[src/rtl/fetch_queue_decode.sv]
`timescale 1ns/1ps
`default_nettype none
// ============================================================================
// Module   : fetch_queue_decode
// Purpose  : RV32I fetch/decode front end. Owns the fetch PC, reads a
//            combinational instruction ROM one word per cycle, buffers
//            {pc, instr} pairs in a DEPTH-entry circular queue and decodes
//            the head entry (register/opcode fields, immediate type and
//            sign-extended immediate) behind a valid/ready handshake.
//            A redirect flushes the queue and reloads the fetch PC.
// Ports    : clk, rst           - clock, synchronous active-high reset
//            imem_addr/imem_rd  - instruction ROM address / read data
//            redirect/_pc       - flush and new fetch target (word aligned)
//            out_valid/ready    - downstream handshake
//            out_pc/out_instr   - presented entry
//            op funct3 funct7 rs1 rs2 rd ImmSrc ImmOp - decoded fields
//            count              - occupied queue entries
// Options  : FETCH_BYPASS_EN    - when defined, an empty queue presents the
//            word currently being fetched combinationally (0-cycle latency).
// Revision : 1.0 - initial release
// ============================================================================
module fetch_queue_decode #(
    parameter int                    ADDRESS_WIDTH = 5,
    parameter int                    DATA_WIDTH    = 32,
    parameter int                    PC_WIDTH      = 32,
    parameter int                    DEPTH         = 4,
    parameter logic [PC_WIDTH-1:0]   RESET_PC      = '0
) (
    input  logic                        clk,
    input  logic                        rst,
    output logic [PC_WIDTH-1:0]         imem_addr,
    input  logic [DATA_WIDTH-1:0]       imem_rd,
    input  logic                        redirect,
    input  logic [PC_WIDTH-1:0]         redirect_pc,
    output logic                        out_valid,
    input  logic                        out_ready,
    output logic [PC_WIDTH-1:0]         out_pc,
    output logic [DATA_WIDTH-1:0]       out_instr,
    output logic [6:0]                  op,
    output logic [2:0]                  funct3,
    output logic [6:0]                  funct7,
    output logic [ADDRESS_WIDTH-1:0]    rs1,
    output logic [ADDRESS_WIDTH-1:0]    rs2,
    output logic [ADDRESS_WIDTH-1:0]    rd,
    output logic [2:0]                  ImmSrc,
    output logic [DATA_WIDTH-1:0]       ImmOp,
    output logic [$clog2(DEPTH+1)-1:0]  count
);

    localparam int                 c_ptr_w = $clog2(DEPTH);
    localparam int                 c_cnt_w = $clog2(DEPTH+1);
    localparam logic [c_cnt_w-1:0] c_full  = c_cnt_w'(DEPTH);

    localparam logic [2:0] c_imm_i = 3'd0;
    localparam logic [2:0] c_imm_s = 3'd1;
    localparam logic [2:0] c_imm_b = 3'd2;
    localparam logic [2:0] c_imm_u = 3'd3;
    localparam logic [2:0] c_imm_j = 3'd4;

    logic [PC_WIDTH-1:0]   r_pc;
    logic [PC_WIDTH-1:0]   r_q_pc    [DEPTH];
    logic [DATA_WIDTH-1:0] r_q_instr [DEPTH];
    logic [c_ptr_w-1:0]    r_rd_ptr;
    logic [c_ptr_w-1:0]    r_wr_ptr;
    logic [c_cnt_w-1:0]    r_count;

    logic                  w_bypass;
    logic                  w_valid;
    logic [PC_WIDTH-1:0]   w_pres_pc;
    logic [DATA_WIDTH-1:0] w_pres_instr;
    logic                  w_pop;
    logic                  w_q_pop;
    logic                  w_fetch;
    logic                  w_push;

    assign imem_addr = r_pc;
    assign count     = r_count;

    // ------------------------------------------------------------------------
    // Presentation: queue head, or (bypass build) the word being fetched now
    // ------------------------------------------------------------------------
`ifdef FETCH_BYPASS_EN
    assign w_bypass     = (r_count == '0) && !redirect && !rst;
    assign w_valid      = (r_count != '0) || w_bypass;
    assign w_pres_pc    = w_bypass ? r_pc    : r_q_pc[r_rd_ptr];
    assign w_pres_instr = w_bypass ? imem_rd : r_q_instr[r_rd_ptr];
`else
    assign w_bypass     = 1'b0;
    assign w_valid      = (r_count != '0);
    assign w_pres_pc    = r_q_pc[r_rd_ptr];
    assign w_pres_instr = r_q_instr[r_rd_ptr];
`endif

    // Zeroing the presented entry when invalid makes every decode output 0
    // (opcode 0 decodes as I-type with a zero immediate).
    assign out_valid = w_valid;
    assign out_pc    = w_valid ? w_pres_pc    : '0;
    assign out_instr = w_valid ? w_pres_instr : '0;

    // ------------------------------------------------------------------------
    // Queue control
    // ------------------------------------------------------------------------
    assign w_pop   = w_valid && out_ready;
    // An accepted bypass word never entered the queue, so it is not popped.
    assign w_q_pop = w_pop && !w_bypass;
    // The fetch PC advances whenever the fetched word is consumed, either by
    // landing in the queue or by being accepted directly through the bypass.
    assign w_fetch = !redirect && ((r_count != c_full) || w_pop);
    assign w_push  = w_fetch && !(w_bypass && w_pop);

    always_ff @(posedge clk) begin
        if (rst) begin
            r_pc     <= RESET_PC;
            r_rd_ptr <= '0;
            r_wr_ptr <= '0;
            r_count  <= '0;
        end else if (redirect) begin
            // Masking keeps all redirect_pc bits in use while word-aligning.
            r_pc     <= redirect_pc & ~PC_WIDTH'(3);
            r_rd_ptr <= '0;
            r_wr_ptr <= '0;
            r_count  <= '0;
        end else begin
            if (w_fetch) begin
                r_pc <= r_pc + PC_WIDTH'(4);
            end
            if (w_push) begin
                r_wr_ptr <= r_wr_ptr + c_ptr_w'(1);
            end
            if (w_q_pop) begin
                r_rd_ptr <= r_rd_ptr + c_ptr_w'(1);
            end
            case ({w_push, w_q_pop})
                2'b10:   r_count <= r_count + c_cnt_w'(1);
                2'b01:   r_count <= r_count - c_cnt_w'(1);
                default: r_count <= r_count;
            endcase
        end
    end

    // Queue storage needs no reset: entries are only read while counted.
    always_ff @(posedge clk) begin
        if (w_push) begin
            r_q_pc[r_wr_ptr]    <= r_pc;
            r_q_instr[r_wr_ptr] <= imem_rd;
        end
    end

    // ------------------------------------------------------------------------
    // Decode of the presented instruction
    // ------------------------------------------------------------------------
    assign op     = out_instr[6:0];
    assign funct3 = out_instr[14:12];
    assign funct7 = out_instr[31:25];
    assign rs1    = ADDRESS_WIDTH'(out_instr[19:15]);
    assign rs2    = ADDRESS_WIDTH'(out_instr[24:20]);
    assign rd     = ADDRESS_WIDTH'(out_instr[11:7]);

    always_comb begin
        ImmSrc = c_imm_i;
        case (out_instr[6:0])
            7'b0100011: ImmSrc = c_imm_s;
            7'b1100011: ImmSrc = c_imm_b;
            7'b0110111,
            7'b0010111: ImmSrc = c_imm_u;
            7'b1101111: ImmSrc = c_imm_j;
            default:    ImmSrc = c_imm_i;
        endcase
    end

    always_comb begin
        ImmOp = '0;
        case (ImmSrc)
            c_imm_s: ImmOp = {{(DATA_WIDTH-12){out_instr[31]}},
                              out_instr[31:25], out_instr[11:7]};
            c_imm_b: ImmOp = {{(DATA_WIDTH-13){out_instr[31]}},
                              out_instr[31], out_instr[7],
                              out_instr[30:25], out_instr[11:8], 1'b0};
            c_imm_u: ImmOp = {out_instr[31:12], 12'b0};
            c_imm_j: ImmOp = {{(DATA_WIDTH-21){out_instr[31]}},
                              out_instr[31], out_instr[19:12],
                              out_instr[20], out_instr[30:21], 1'b0};
            default: ImmOp = {{(DATA_WIDTH-12){out_instr[31]}},
                              out_instr[31:20]};
        endcase
    end

endmodule
`default_nettype wire

[config.mk]
export PLATFORM = sky130hd
export DESIGN_NAME = fetch_queue_decode
export DESIGN_NICKNAME = d
export VERILOG_FILES = /design/src/rtl/fetch_queue_decode.sv
export SDC_FILE = /design/constraint.sdc
export NUM_CORES = 1
export LEC_CHECK = 0
export BUFFER_PORTS_ARGS = -buffer_cell sky130_fd_sc_hd__buf_2
export CAP_MARGIN = 5
export CORE_MARGIN = 1
export CORE_UTILIZATION = 31
export DETAILED_ROUTE_END_ITERATION = 12
export GPL_TIMING_DRIVEN = 0
export PLACE_DENSITY = 0.5
export SYNTH_ARGS = -nofsm -noshare
export SYNTH_HDL_FRONTEND = slang
export SYNTH_SLANG_ARGS = --single-unit
[constraint.sdc]
create_clock -name clk -period 2.9 [get_ports clk]
set_clock_uncertainty 0.05 [all_clocks]
set_input_delay 0.29 -clock clk [delete_from_list [all_inputs] [get_ports clk]]
set_output_delay 0.29 -clock clk [all_outputs]
set_load 0.01 [all_outputs]
==> impl_metrics.yaml, run 1 <==
placement:
  hpwl_um: 21500
  place_ws_ns: -0.347
  gp_congestion: 0.788
  io_buffer_count: 227
die:
  start_util_pct: 31.5
  die_h_um: 201
  die_area_mm2: 0.0403
  die_x_um: 201
  placementRows: 72
  ioPinCount: 235
  core_mm2: 0.0388
sta:
  hold_viol: 0
  relSlewSlack_pct: 48.4
  setup_viol_count_final: 12
  worst_pin_slew_ns: 0.774
  postLayoutSetupSlackWorst_ns: -0.131
  timing.final.crit_share_pct: 105
  setup_tns_ns: -1.14
  clock.fmax_mhz: 330
  slew_viol_final: 0
  period_minus_slack_ns: 3.03
  rsz0062_at_grt: "yes"
synth:
  synth_flop_cell: "edfxtp_1"
  async_reset_ff_share_pct: 0
  syn_area_mm2: 0.0122
  yosysWarnings: 0
  ys_ff_latch: 287
  synth_cell_types: 55
  synth_area_per_cell_um2: 15.6
  synthTopCellsByArea: "edfxtp_1 (61%), mux4_2 (11%), dfxtp_1 (6.4%)"
  yosysTopAreaCell: "edfxtp_1"
  seq_area_frac_synth_pct: 67.2
  syn_inst: 787
  synth_edf_count: 248
  yosys.area.top_type_share_pct: 60.8
power:
  p_leak_nw: 6.37
  ir_drop_mv: 0.409
  p_per_area_mw_per_mm2: 606
clocking:
  cts_tree: "yes"
  cts.sinks: 287
  h-tree-depth: 2
  clk_latency_ns: 0.50
  cts_buffer_depth: 3
  root_buffer: "clkbuf_16"
  cts_inserted_buffers: 34
  clk_pin_slew_ns: 0.06
setup_path:
  required_ns: 2.56
  criticalPathCategory: "reg -> out"
  path_max_fanout: 6
  critPathArrivalTime_ns: 2.69
  start_kind: "flop"
  critPathCaptureType: "primary output"
  r2r_start: "imem_addr[2]"
detailed_routing:
  num_vias: 7837
  initialDrtViolationCount: 447
  drtAntennaViolNets: 0
  wirelength_um: 32100
  dr.pass1.iters: 4
  wire_per_inst_um: 19.1
  drc_errors: 0
  via_per_inst: 4.67
layout:
  drive_gt1_share_pct: 43.7
  final_common_cell: "edfxtp_1"
  fin_nets: 1209
  area_growth_pct: 35.3
  antenna_cells: 0
  fill_cells: 3573
  final_cell_mix: "edfxtp_1 (248), buf_2 (221), buf_4 (61)"
hold_path:
  min_from: "redirect_pc[14]"
  min_path_type: "in -> reg"
flow_run:
  max-cap-violations: 0
outcome:
  outcome: "finished, violations left"
  violations: "negative setup slack"
global_routing:
  grt_max_degree: 45
  grt_pass1_wl_um: 48700
  grt_usage_pct: 15.8
  antenna_found_initial: 0
  grt_pass1_vias: 7975
  grt_overflow_total: 0
layout make-up:
class,count,area [µm²],share of cell area (%)
sequential,287,8230,49.7
clock buffer,49,1010,6.11
tap,518,648,3.91
timing repair buffer,310,2090,12.6
buffer,79,629,3.80
multi-input combinational,399,3720,22.5
clock inverter,13,145,0.877
inverter,24,90.1,0.544
worst max-delay path, cell delays in order (launching register included):
cell and delay [ns]:
dfxtp_2 0.33, buf_8 0.12, mux4_2 0.56, buf_6 0.15, nor3b_4 0.25, a31oi_4 0.06, nand2b_4 0.17, buf_6 0.14
mux2_4 0.30, buf_6 0.12
cells by family (layout without fill, tap and decap cells):
| logic type | Yosys count | count (layout) | synth area share (%) |
|---|---|---|---|
| flops | 287 | 287 | 67.2 |
| simple gates | 215 | 215 | 9.30 |
| buf+inv | 104 | 475 | 4.67 |
| mux | 75 | 75 | 12.4 |
| compound gates | 72 | 72 | 3.74 |
| xor+xnor | 27 | 27 | 1.93 |
| fa+ha+maj | 6 | 6 | 0.675 |
| other cells | 1 | 4 | 0.0306 |
power breakdown:
| part | leakage (nW) | switching [mW] | internal, mW | total [mW] |
|---|---|---|---|---|
| sequential | 2.60 | 0.103 | 4.64 | 4.75 |
| clock | 0.559 | 1.62 | 2.70 | 4.32 |
| combinational | 3.21 | 0.506 | 0.462 | 0.968 |
final timing paths:
path                                      end  slack (ns)  cells after the start
worst max-delay path                ImmOp[12]       -0.13                      9
worst min-delay path            imem_addr[14]        0.03                      3
worst max register to register  imem_addr[16]        0.25                      7
worst min register to register           flop        0.47                      2
registers in the layout (all words and copies together) (netlist names), named ones only:
signal     count
imem_addr     30
r_wr_ptr       2
count          3
r_q_instr    128
r_q_pc       120
r_rd_ptr       2
per-stage QoR:
stage          hold WS [ns]  cells  cell area [µm²]  power, mW  util (%)
2_1_floorplan         0.339    790            12300       5.26         -
3_3_place_gp          0.450   1535            14000       5.65      36.2
3_5_place_dp          0.457   1539            14200       5.67      36.5
4_1_cts             0.00509   1655            16100       10.1      41.5
5_1_grt              0.0251   1679            16600       10.4      42.6
6_report             0.0295   1679            16600       10.0      42.6
per-layer routing:
layer,share of wire [%],global-route usage (%),up-vias
met4,1.8,4.14,0
li1,-,-,3645
met1,45,21.5,3876
met5,0,0,-
met3,5.8,2.99,45
met2,47,25.9,271
timing repair:
item                       in CTS  in global routing
hold buffers                   47                  0
buffers inserted                7                 20
setup endpoints to repair     115                 63
cloned                          1                  4
pin swaps                      10                  4
resized for setup              81                 68
hold endpoints to repair      143                  0
synthesized netlist by cell type, drive strengths merged, types with 2 or more instances:
master and number:
nor4bb 2, mux4 58, o211ai 2, o31ai 2, ha 5, o32ai 4, o21ai 25, clkbuf 25
or2 3, nor3b 2, and2 47, or3 10, and3 9, nand4 9, nor2 50, nor4 3
mux2 12, nand3 18, mux2i 5, dfxtp 39, nor3 8, a211oi 13, buf 55, xor2 13
a21oi 14, inv 23, edfxtp 248, a311oi 7, a31oi 2, xnor2 14, nand2 48
Power figures use the tool's default switching activity.
==> inputs of run 2 (changes only) <==
--- a/config.mk
+++ b/config.mk
@@ -7,11 +7,14 @@
 export LEC_CHECK = 0
 export BUFFER_PORTS_ARGS = -buffer_cell sky130_fd_sc_hd__buf_2
 export CAP_MARGIN = 5
+export CELL_PAD_IN_SITES_DETAIL_PLACEMENT = 1
+export CELL_PAD_IN_SITES_GLOBAL_PLACEMENT = 2
 export CORE_MARGIN = 1
 export CORE_UTILIZATION = 31
 export DETAILED_ROUTE_END_ITERATION = 12
 export GPL_TIMING_DRIVEN = 0
-export PLACE_DENSITY = 0.5
+export PLACE_DENSITY = 0.66
+export SETUP_SLACK_MARGIN = 0.5
 export SYNTH_ARGS = -nofsm -noshare
 export SYNTH_HDL_FRONTEND = slang
 export SYNTH_SLANG_ARGS = --single-unit
==> run 2 against run 1 <==
  * The flow still finishes with violations (negative setup slack)
  * Highest routed layer unchanged
  * Worst setup slack better by 0.040 ns
  * Core utilization up 3.6 points
  * Global-route usage up 2.5 points
  * Via count up 4.1%
  * Largest cell class unchanged
  * Critical endpoint unchanged
  * Design area up 8.5%
  * Wire length up 15%
==> impl_metrics.yaml, run 2 (synthesis results as in run 1) <==
outcome:
  outcome: "finished, violations left"
  violations: "negative setup slack"
global_routing:
  grt_max_degree: 41
  antenna_found_initial: 0
  grt_pass1_vias: 8713
  grt_pass1_wl_um: 55300
  grt_usage_pct: 18.3
  grt_overflow_total: 0
sta:
  rsz0062_at_grt: "yes"
  postLayoutSetupSlackWorst_ns: -0.0912
  clock.fmax_mhz: 334
  worst_pin_slew_ns: 0.831
  setup_tns_ns: -1.20
  timing.final.crit_share_pct: 103
  slew_viol_final: 0
  whs_ns: 0.0190
  relSlewSlack_pct: 44.6
  setup_viol_count_final: 38
  period_minus_slack_ns: 2.99
  hold_viol: 0
die:
  die_area_mm2: 0.0403
  placementRows: 72
  start_util_pct: 31.5
  die_x_um: 201
  core_mm2: 0.0388
  ioPinCount: 235
  die_h_um: 201
setup_path:
  start_kind: "flop"
  crit_chain: "buf_6, mux4_2, buf_4, a31oi_4, nand2b_4, buf_6, mux2_4, buf_6"
  critPathCaptureType: "primary output"
  path_max_fanout: 5
  critical_path.slowest_cell: "mux4_2"
  criticalPathCategory: "reg -> out"
  required_ns: 2.56
  cp_top_family: "multiplexers"
  slowest_delay_ns: 0.59
  r2r_start: "count[2]"
  crit_buf_inv: 4
  cpMostUsedCell: "buf_6"
  critPathArrivalTime_ns: 2.65
clocking:
  clk_pin_slew_ns: 0.06
  root_buffer: "clkbuf_16"
  clk_latency_ns: 0.51
  cts_tree: "yes"
  cts_buffer_depth: 3
  cts_inserted_buffers: 34
  cts.sinks: 287
  h-tree-depth: 2
placement:
  place_ws_ns: -0.254
  io_buffer_count: 227
  gp_congestion: 0.723
  dp_cells: 1539
  hpwl_um: 22900
detailed_routing:
  dr.pass1.iters: 4
  drc_errors: 0
  initialDrtViolationCount: 362
  num_vias: 8155
  wirelength_um: 37100
  via_per_inst: 4.75
  drtAntennaViolNets: 0
  wire_per_inst_um: 21.6
layout:
  final_cells: 1717
  largest_register_ffs: 128
  final_cell_mix: "edfxtp_1 (248), buf_2 (147), buf_6 (120)"
  regMostFlops: "r_q_instr"
  fill_cells: 3843
  final_common_cell: "edfxtp_1"
  drive_gt1_share_pct: 52.9
  area_growth_pct: 46.8
  fin_util_pct: 46.3
  fin_nets: 1247
  antenna_cells: 0
power:
  p_per_area_mw_per_mm2: 565
  p_leak_nw: 6.87
  ir_drop_mv: 0.430
hold_path:
  min_from: "redirect_pc[20]"
  min_path_type: "in -> reg"
flow_run:
  max-cap-violations: 0
-- run 2: metal layers --
metal	vias up	global-route usage [%]	wire length (µm)
li1	3744	-	-
met1	4164	24.0	16300
met2	214	31.7	18700
met3	33	3.30	1560
met4	0	3.82	494
met5	-	0	0
-- run 2: final cells by class --
| class | count | area [µm²] | share of cell area, % |
|---|---|---|---|
| Clock inverter | 10 | 82.6 | 0.460 |
| Tap cell | 518 | 648 | 3.61 |
| Clock buffer | 52 | 1010 | 5.63 |
| Inverter | 24 | 108 | 0.599 |
| Sequential cell | 287 | 8260 | 46.0 |
| Timing Repair Buffer | 343 | 3010 | 16.8 |
| Buffer | 80 | 813 | 4.53 |
| Multi-Input combinational cell | 403 | 4030 | 22.4 |
-- run 2: power by group --
group | internal [mW] | switching, mW | total, mW | leakage, nW
Clock | 2.50 | 1.64 | 4.14 | 0.531
Combinational | 0.667 | 0.604 | 1.27 | 3.73
Sequential | 4.64 | 0.0983 | 4.74 | 2.61
-- run 2: stage by stage --
step           power (mW)  instance area, µm²
2_1_floorplan        5.26               12300
3_3_place_gp         5.65               14000
6_report             10.2               18000
4_1_cts              10.2               17400
3_5_place_dp         5.68               14200
5_1_grt              10.5               18000
-- run 2: final timing paths --
check	cells past startpoint	slack, ns	to
worst max-delay path	8	-0.09	ImmOp[12]
worst min-delay path	3	0.02	imem_addr[20]
worst max register to register	8	0.62	imem_addr[19]
worst min register to register	0	0.47	r_q_pc[3][19]
-- run 2: repair_timing --
action,CTS,global route
gates cloned,11,0
gates resized for setup,344,85
pin swaps,45,25
buffers inserted,30,29
hold buffers,46,0
setup endpoints to repair,287,283
endpoints found under the hold margin,142,0
-- run 2: worst register-to-register path: stages, from the launching register on --
cell and delay, ns:
dfxtp_4 0.36, buf_4 0.14, or4b_1 0.16, buf_4 0.17
nand3_4 0.11, or3_1 0.40, buf_4 0.19, or3_1 0.33
a311oi_2 0.27
==> inputs of run 3 (changes only) <==
--- a/config.mk
+++ b/config.mk
@@ -9,11 +9,11 @@
 export CAP_MARGIN = 5
 export CELL_PAD_IN_SITES_DETAIL_PLACEMENT = 1
 export CELL_PAD_IN_SITES_GLOBAL_PLACEMENT = 2
-export CORE_MARGIN = 1
+export CORE_MARGIN = 2
 export CORE_UTILIZATION = 31
 export DETAILED_ROUTE_END_ITERATION = 12
 export GPL_TIMING_DRIVEN = 0
-export PLACE_DENSITY = 0.66
+export PLACE_DENSITY = 0.64
 export SETUP_SLACK_MARGIN = 0.5
 export SYNTH_ARGS = -nofsm -noshare
 export SYNTH_HDL_FRONTEND = slang
==> constraint.sdc (replaced) <==
create_clock -name clk -period 3 [get_ports clk]
set_clock_uncertainty 0.05 [all_clocks]
set_input_delay 0.3 -clock clk [delete_from_list [all_inputs] [get_ports clk]]
set_output_delay 0.3 -clock clk [all_outputs]
set_load 0.01 [all_outputs]
==> run 3 against run 2 <==
  * The run still ends with negative setup slack left
  * Clock power shrank 7.5%
  * Die area up 2.0%
  * Sequential power shrank 3%
  * Core utilization fell by 0.25 points
  * Sequential share of layout area rose by 0.16 points
  * Non-clock buffer count fell by 11
  * Critical path depth increased by 2
  * Via count shrank 0.13%
  * Worst setup slack gained 0.020 ns
  * Design area is 0.55% lower
  * Count of clock-buffer cells in the layout decreased by 7
  * Largest cell class unchanged
==> impl_metrics.yaml, run 3 (synthesis results as in run 1) <==
placement:
  io_buffer_count: 227
  placed_area_mm2: 0.0142
  hpwl_um: 23000
  gp_congestion: 0.733
  dp_cells: 1539
setup_path:
  timing.rr.end: "r_q_instr[2][12]"
  cpMostUsedCell: "buf_6"
  r2r_start: "count[1]"
  start_kind: "flop"
  required_ns: 2.65
  critPathCaptureType: "primary output"
  rr_worst_depth: 5
  critPathArrivalTime_ns: 2.72
  critical_path.slowest_cell: "mux4_2"
  crit_chain: "buf_6, mux4_2, nor3b_4, buf_4, buf_6, and2_4, clkbuf_16, nand2_2, nand2_1, buf_2"
  slowest_delay_ns: 0.60
  criticalPathCategory: "reg -> out"
  path_max_fanout: 7
  rrSetupSlack_ns: 0.66
global_routing:
  antenna_found_initial: 0
  grt_overflow_total: 0
  grt_usage_pct: 17.7
  grt_pass1_wl_um: 54800
  grt_pass1_vias: 8671
  grt_max_degree: 45
detailed_routing:
  wl_met2_um: 18600
  wl_met1_um: 16000
  topRoutingLayerUsed: "met4"
  wirelength_um: 37200
  drtAntennaViolNets: 0
  via_per_inst: 4.78
  dr_wl_met3_um: 1910
  num_vias: 8144
  wire_per_inst_um: 21.9
  dr.pass1.iters: 4
  drc_errors: 0
  initialDrtViolationCount: 383
power:
  seqPwrFrac_pct: 47.6
  p_per_area_mw_per_mm2: 539
  power_frac_comb_pct: 12.7
  swShare_pct: 23.3
  p_leak_nw: 6.76
  internal_power_mw: 7.39
  total_power_mw: 9.63
  p_sw_mw: 2.24
  p_clk_share_pct: 39.7
  ir_drop_mv: 0.525
clocking:
  h-tree-depth: 2
  cts.sinks: 287
  clk_latency_ns: 0.51
  root_buffer: "clkbuf_16"
  cts_tree: "yes"
  cts_buffer_depth: 3
  cts_inserted_buffers: 34
  clk_pin_slew_ns: 0.06
sta:
  worst_pin_slew_ns: 0.884
  setup_viol_count_final: 24
  rsz0062_at_grt: "yes"
  timing.final.crit_share_pct: 102
  slew_viol_final: 0
  hold_viol: 0
  postLayoutSetupSlackWorst_ns: -0.0713
  relSlewSlack_pct: 41.1
  setup_tns_ns: -0.755
  clock.fmax_mhz: 326
  period_minus_slack_ns: 3.07
die:
  die_x_um: 203
  start_util_pct: 31.5
  core_mm2: 0.0388
  die_h_um: 203
  placementRows: 72
  ioPinCount: 235
  die_area_mm2: 0.0411
outcome:
  violations: "negative setup slack"
  outcome: "finished, violations left"
layout:
  fin_area_mm2: 0.0179
  regMostFlops: "r_q_instr"
  fin_util_pct: 46.0
  largest_register_ffs: 128
  final_cells: 1702
  drive_gt1_share_pct: 51.9
  final_common_cell: "edfxtp_1"
  antenna_cells: 0
  area_growth_pct: 46.0
  final_cell_mix: "edfxtp_1 (248), buf_2 (136), buf_6 (130)"
  fin_nets: 1235
hold_path:
  min_path_type: "in -> reg"
  holdPathStages: 3
  min_from: "redirect_pc[17]"
  hold_end: "imem_addr[17]"
flow_run:
  max-cap-violations: 0
run 3: changes by cell type in the layout (fill, tap and decap cells not counted), sizes merged:
cell,previous run,this run
clkinv,8,12
and3,13,12
dlygate4sd3,46,42
buf,357,346
clkinvlp,2,1
inv,23,24
clkbuf,72,69
run 3: worst max-delay path by stage:
| stage | startpoint | end | slack (ns) |
|---|---|---|---|
| floorplan | flop | out_instr[1] | 0.64 |
| global placement | redirect | r_q_instr[1][14] | -0.43 |
| detailed placement | count[1] | out_pc[14] | -0.15 |
| CTS | flop | ImmOp[18] | -0.08 |
| global route | flop | ImmOp[18] | -0.14 |
| finish | flop | ImmOp[20] | -0.07 |
run 3: per-layer routing:
layer	vias to the layer above	track usage [%]
li1	3717	-
met1	4155	23.1
met2	226	30.5
met3	46	3.32
met4	0	4.01
met5	-	0
run 3: repair_timing:
action / 4_1_cts / 5_1_grt
gates cloned: 8 / 4
hold buffers: 41 / 1
resized for setup: 316 / 112
hold endpoints to repair: 137 / 1
pin swaps: 40 / 28
endpoints found under the setup margin: 215 / 184
buffers inserted: 31 / 19
run 3: layout make-up:
type | instances | area (µm²)
Fill cell | 3815 | 21000
Sequential cell | 287 | 8240
Multi-Input combinational cell | 402 | 4060
Timing Repair Buffer | 332 | 2990
Clock buffer | 45 | 933
Buffer | 80 | 792
Tap cell | 518 | 648
Inverter | 24 | 113
Clock inverter | 14 | 91.3
run 3: critical path, delay by kind of cell, from the launching register on:
family | cells | cell delay (ns)
multiplexers | 1 | 0.60
AND/OR/NAND/NOR | 4 | 0.54
flip-flops | 1 | 0.35
buffers and inverters | 5 | 0.72
run 3: power groups by stage:
| stage | clock network (mW) | logic (mW) | registers (mW) |
|---|---|---|---|
| after floorplan | 0 | 0.440 | 4.65 |
| after global placement | 0 | 0.796 | 4.67 |
| after detailed placement | 0 | 0.818 | 4.67 |
| after CTS | 3.95 | 1.12 | 4.59 |
| after global routing | 4.10 | 1.31 | 4.61 |
| final | 3.83 | 1.22 | 4.59 |
run 3: stage by stage:
step           hold slack (ns)  setup WS, ns
6_report                0.0279       -0.0713
5_1_grt                 0.0224        -0.145
4_1_cts               0.000651       -0.0777
3_5_place_dp             0.468        -0.152
3_3_place_gp             0.460        -0.427
2_1_floorplan            0.349         0.639
